**config.mk**
```make
export PLATFORM = sky130hd
export DESIGN_NAME = code_conv_arbiter
export DESIGN_NICKNAME = d
export VERILOG_FILES = /design/src/rtl/code_conv_arbiter.sv
export SDC_FILE = /design/constraint.sdc
export NUM_CORES = 1
export LEC_CHECK = 0
export ABC_AREA = 1
export CORE_UTILIZATION = 35
export CTS_CLUSTER_DIAMETER = 30
export DETAILED_ROUTE_END_ITERATION = 7
export GPL_ROUTABILITY_DRIVEN = 0
export PLACE_DENSITY = 0.66
export SYNTH_ARGS = -nofsm -noshare
export SYNTH_HDL_FRONTEND = slang
export SYNTH_SLANG_ARGS = --single-unit
```
**constraint.sdc**
```tcl
create_clock -name clk -period 2.16 [get_ports clk]
set_input_delay 0.432 -clock clk [delete_from_list [all_inputs] [get_ports clk]]
set_output_delay 0.432 -clock clk [all_outputs]
set_load 0.005 [all_outputs]
```
**src/rtl/code_conv_arbiter.sv**
```systemverilog
// Round-robin arbiter sharing one code-converter datapath among NREQ requesters.
// Outputs are decoded from registers only; a job occupies START, WAIT (bounded by TIMEOUT) and RESP.
module code_conv_arbiter #(
  parameter int NREQ    = 4,
  parameter int DW      = 8,
  parameter int TIMEOUT = 64
) (
  input  logic               clk,
  input  logic               rst,
  input  logic [NREQ-1:0]    req,
  input  logic [NREQ*DW-1:0] req_data,
  input  logic [2*NREQ-1:0]  req_sel,
  output logic [NREQ-1:0]    gnt,
  output logic [NREQ-1:0]    rsp_valid,
  output logic [DW-1:0]      rsp_data,
  output logic               rsp_err,
  output logic               conv_start,
  output logic [DW-1:0]      conv_data,
  output logic [1:0]         conv_sel,
  input  logic               conv_done,
  input  logic [DW-1:0]      conv_result,
  output logic               busy
);

  localparam int IW  = (NREQ > 1) ? $clog2(NREQ) : 1;
  localparam int IW1 = IW + 1;
  localparam int TW  = $clog2(TIMEOUT);

  typedef enum logic [1:0] {IDLE, START, WAIT, RESP} state_t;

  state_t          state;
  logic [IW-1:0]   rr_ptr;
  logic [IW-1:0]   owner;
  logic [IW-1:0]   pick;
  logic [TW-1:0]   timer;
  logic [DW-1:0]   op_q;
  logic [1:0]      sel_q;
  logic [DW-1:0]   res_q;
  logic            err_q;
  logic [NREQ-1:0] owner_oh;

  // First requester at or above rr_ptr, wrapping past NREQ-1 back to 0.
  always_comb begin
    logic         found;
    logic [IW1-1:0] idx;
    pick  = rr_ptr;
    found = 1'b0;
    idx   = '0;
    for (int i = 0; i < NREQ; i++) begin
      idx = {1'b0, rr_ptr} + IW1'(i);
      if (idx >= IW1'(NREQ)) idx = idx - IW1'(NREQ);
      if (!found && req[idx[IW-1:0]]) begin
        found = 1'b1;
        pick  = idx[IW-1:0];
      end
    end
  end

  always_ff @(posedge clk or posedge rst) begin
    if (rst) begin
      state  <= IDLE;
      rr_ptr <= '0;
      owner  <= '0;
      timer  <= '0;
      op_q   <= '0;
      sel_q  <= '0;
      res_q  <= '0;
      err_q  <= 1'b0;
    end else begin
      case (state)
        IDLE: begin
          if (|req) begin
            owner <= pick;
            op_q  <= req_data[int'(pick)*DW +: DW];
            sel_q <= req_sel[int'(pick)*2 +: 2];
            state <= START;
          end
        end
        START: begin
          timer <= '0;
          state <= WAIT;
        end
        WAIT: begin
          timer <= timer + TW'(1);
          // A done arriving on the last allowed cycle still counts as success.
          if (conv_done) begin
            res_q <= conv_result;
            err_q <= 1'b0;
            state <= RESP;
          end else if (timer == TW'(TIMEOUT - 1)) begin
            res_q <= '0;
            err_q <= 1'b1;
            state <= RESP;
          end
        end
        RESP: begin
          rr_ptr <= (owner == IW'(NREQ - 1)) ? '0 : owner + IW'(1);
          state  <= IDLE;
        end
        default: state <= IDLE;
      endcase
    end
  end

  assign owner_oh   = NREQ'(1) << owner;
  assign busy       = (state != IDLE);
  assign gnt        = busy ? owner_oh : '0;
  assign conv_start = (state == START);
  assign rsp_valid  = (state == RESP) ? owner_oh : '0;
  assign conv_data  = op_q;
  assign conv_sel   = sel_q;
  assign rsp_data   = res_q;
  assign rsp_err    = err_q;

endmodule

```
==> impl_metrics.toml <==
[run_status]
status = "completed"

[cts]
path_clk_slew_ps = 60
holdBufCountCts = 0
cts_tree = "done"
cts_htree_levels = 2
clock-root-buffer = "clkbuf_8"
cts_setup_buffers = 0
cts_sinks = 31
cts_buffer_depth = 2
post_cts_resized = 0
cts_buffers = 5
clock_latency_ps = 280

[sta]
maxSlewHeadroom_pct = 57.1
period_minus_slack_ps = 2040
max_freq_ghz = 0.491
tightest_slew_ps = 639
fin_crit_sh_pct = 94.4
drv_slew = 0
finalSetupViolCount = 0
finalHoldViolCount = 0
rsz0062_at_grt = "no"
skew_ps = 5.39

[floorplanning]
die_x_um = 81.3
std_cell_rows = 28
fp.coreArea_um2 = 5990
start_util_pct = 36.7
io_pins = 84
die_h_um = 81.3
dieArea_um2 = 6610

[logic_synthesis]
synth_edf_count = 0
syn_area_um2 = 2200
ys_seq_area_share_pct = 35.3
async_reset_ff_share_pct = 100
synth_ff_type = "dfrtp_1"
synth_nets = 392
yosys.cell_types.count = 25
synth_most_common_cell = "nand2_1"
synthTopCellsByCount = "nand2_1 (140), nand3_1 (45), dfrtp_1 (31), inv_1 (30), nor2_1 (11)"
synth_top_area_cell = "dfrtp_1"
synth-seq-cells = 31
ys_warn_count = 0
synthTopCellsByArea = "dfrtp_1 (35%), nand2_1 (24%), nand3_1 (10%)"
syn_area_per_cell_um2 = 6.71
syn_inst = 328
synth_top_cell_area_share_pct = 35.3

[route]
ant_nets = 0
route.vias.total = 2349
firstDrtPassIters = 4
vias_per_cell = 4.72
wl_mm = 5.75
drtIter0Drc = 107
routedWlPerCell_um = 11.5
post-route-drc-count = 0

[finish]
nNetsFinal = 486
postLayoutCellArea_um2 = 3330
layout-drive-gt1-share_pct = 10.9
syn_to_final_growth_pct = 51.4
diodes = 0

[grt]
grt_util_all_layers_pct = 18.3
overflow = 0
antenna_found_initial = 0
grt_pass1_wl_mm = 9.27
grt_pass1_vias = 2133
grt_max_degree = 32

[setup_path]
cp.arrival_ps = 1610
crit_required_ps = 1730
crit_path_end_kind = "output pin"
path_buf_inv = 3
slowest_delay_ps = 520
crit_fanout = 4
crit_chain = "inv_2 -> ha_1 -> inv_1 -> nor2_1 -> clkdlybuf4s50_1"
critPathKind = "flip-flop to output pin"
crit_family = "buffers and inverters"
cp_slowest_cell = "clkdlybuf4s50_1"
worstSetupStartpointType = "flip-flop"

[pwr]
p_per_area_nw_per_um2 = 1470
finalPower_w = 0.00491
power.leakage_nw = 1.70
peakVddDrop_v = 0.000747

[placed_design]
place_area_um2 = 3200
io_buffers = 83
dp_hpwl_mm = 4.43

[hold_path]
hold_path.class = "flip-flop to flip-flop"

[run]
timing.max_cap.violations = 0
kinds of logic after synthesis:
kind of cell / share of synthesized area (%)
and+or+nand+nor: 45.6
buffers and inverters: 10.1
DFF: 35.3
AOI/OAI and AO/OA: 3.98
adders and majority gates: 5.12
power breakdown:
group	leakage [nW]	switching [W]	internal, W
sequential	0.389	0.000197	0.000845
combinational	1.25	0.00174	0.00154
clock	0.0612	0.000214	0.000373
total	1.70	0.00215	0.00276
through the flow:
step / worst slack, ps / instances / setup TNS [ps] / utilization, % / hold WS (ps)
after floorplan: 450 / 328 / 0 / - / 465
final: 122 / 498 / 0 / 55.6 / 472
after detailed placement: -108 / 490 / -895 / 53.4 / 462
after global placement: -91.3 / 490 / -674 / 53.4 / 462
after CTS: 2.55 / 498 / 0 / 55.4 / 479
after global routing: 8.34 / 498 / 0 / 55.6 / 500
cell type report:
type | instances | area (um^2)
fillers | 570 | 2660
clock inverters | 2 | 35.0
clock buffers | 6 | 82.6
multi-input cells | 249 | 1210
inverters | 35 | 131
flip-flops and latches | 31 | 777
repair buffers | 100 | 996
well taps | 75 | 93.8
worst register-to-register path: stages, from the launching register on:
cell and delay (ps):
dfrtp_2 450, inv_2 170, nand2_1 70, nand2_1 130, nand2_1 70, nand2_1 70
nand2_1 70, inv_2 90, nand2_4 70, nand2_2 110, nand2_2 80, buf_4 160
nand2_1 70, nand3_1 70, nand3_1 90, nand2_1 60
cell usage in the layout (no fill, tap or decap):
cell	count
a21oi_2	1
a22o_1	1
nor4_1	1
o21ai_1	2
buf_12	3
nand2_1	140
a21oi_1	5
clkinv_2	1
nor3_1	4
nand3b_1	8
ha_4	1
o21ai_0	7
nor3b_1	2
nor2_1	11
clkbuf_8	6
dfrtp_1	30
nor2_4	2
inv_2	6
nand3_1	45
nand2_4	2
nand2_2	6
bufinv_16	1
dfrtp_2	1
inv_1	29
nand3_2	2
ha_1	8
buf_4	14
clkdlybuf4s50_1	83
and3_1	1
state kept, by name, summed over array words and instances, names as in the netlist:
register and cells:
owner 2, rsp_err 1, conv_data 8, state 2, rsp_data 8, rr_ptr 2
timer 6, conv_sel 2
per-layer routing:
metal | global-route usage (%) | vias to the layer above | wire [um]
met1 | 23.0 | 1046 | 2660
met4 | 6.79 | 0 | 121
met5 | 0 | - | 0
met3 | 5.51 | 13 | 456
li1 | - | 1220 | -
met2 | 29.3 | 70 | 2510
path summary, 6_finish.rpt:
path	startpoint	to	slack [ps]	depth (start not counted)
setup / recovery	owner[0]	gnt[2]	120	5
hold reg to reg	rsp_data[4]	rsp_data[4]	470	2
hold / removal	rsp_data[4]	rsp_data[4]	470	2
max in group asynchronous	rst	rr_ptr[0]	1340	3
setup reg to reg	rr_ptr[0]	conv_data[5]	210	15
min in group asynchronous	rst	rsp_data[6]	520	3
No activity file was read; power rests on OpenSTA's default activity.
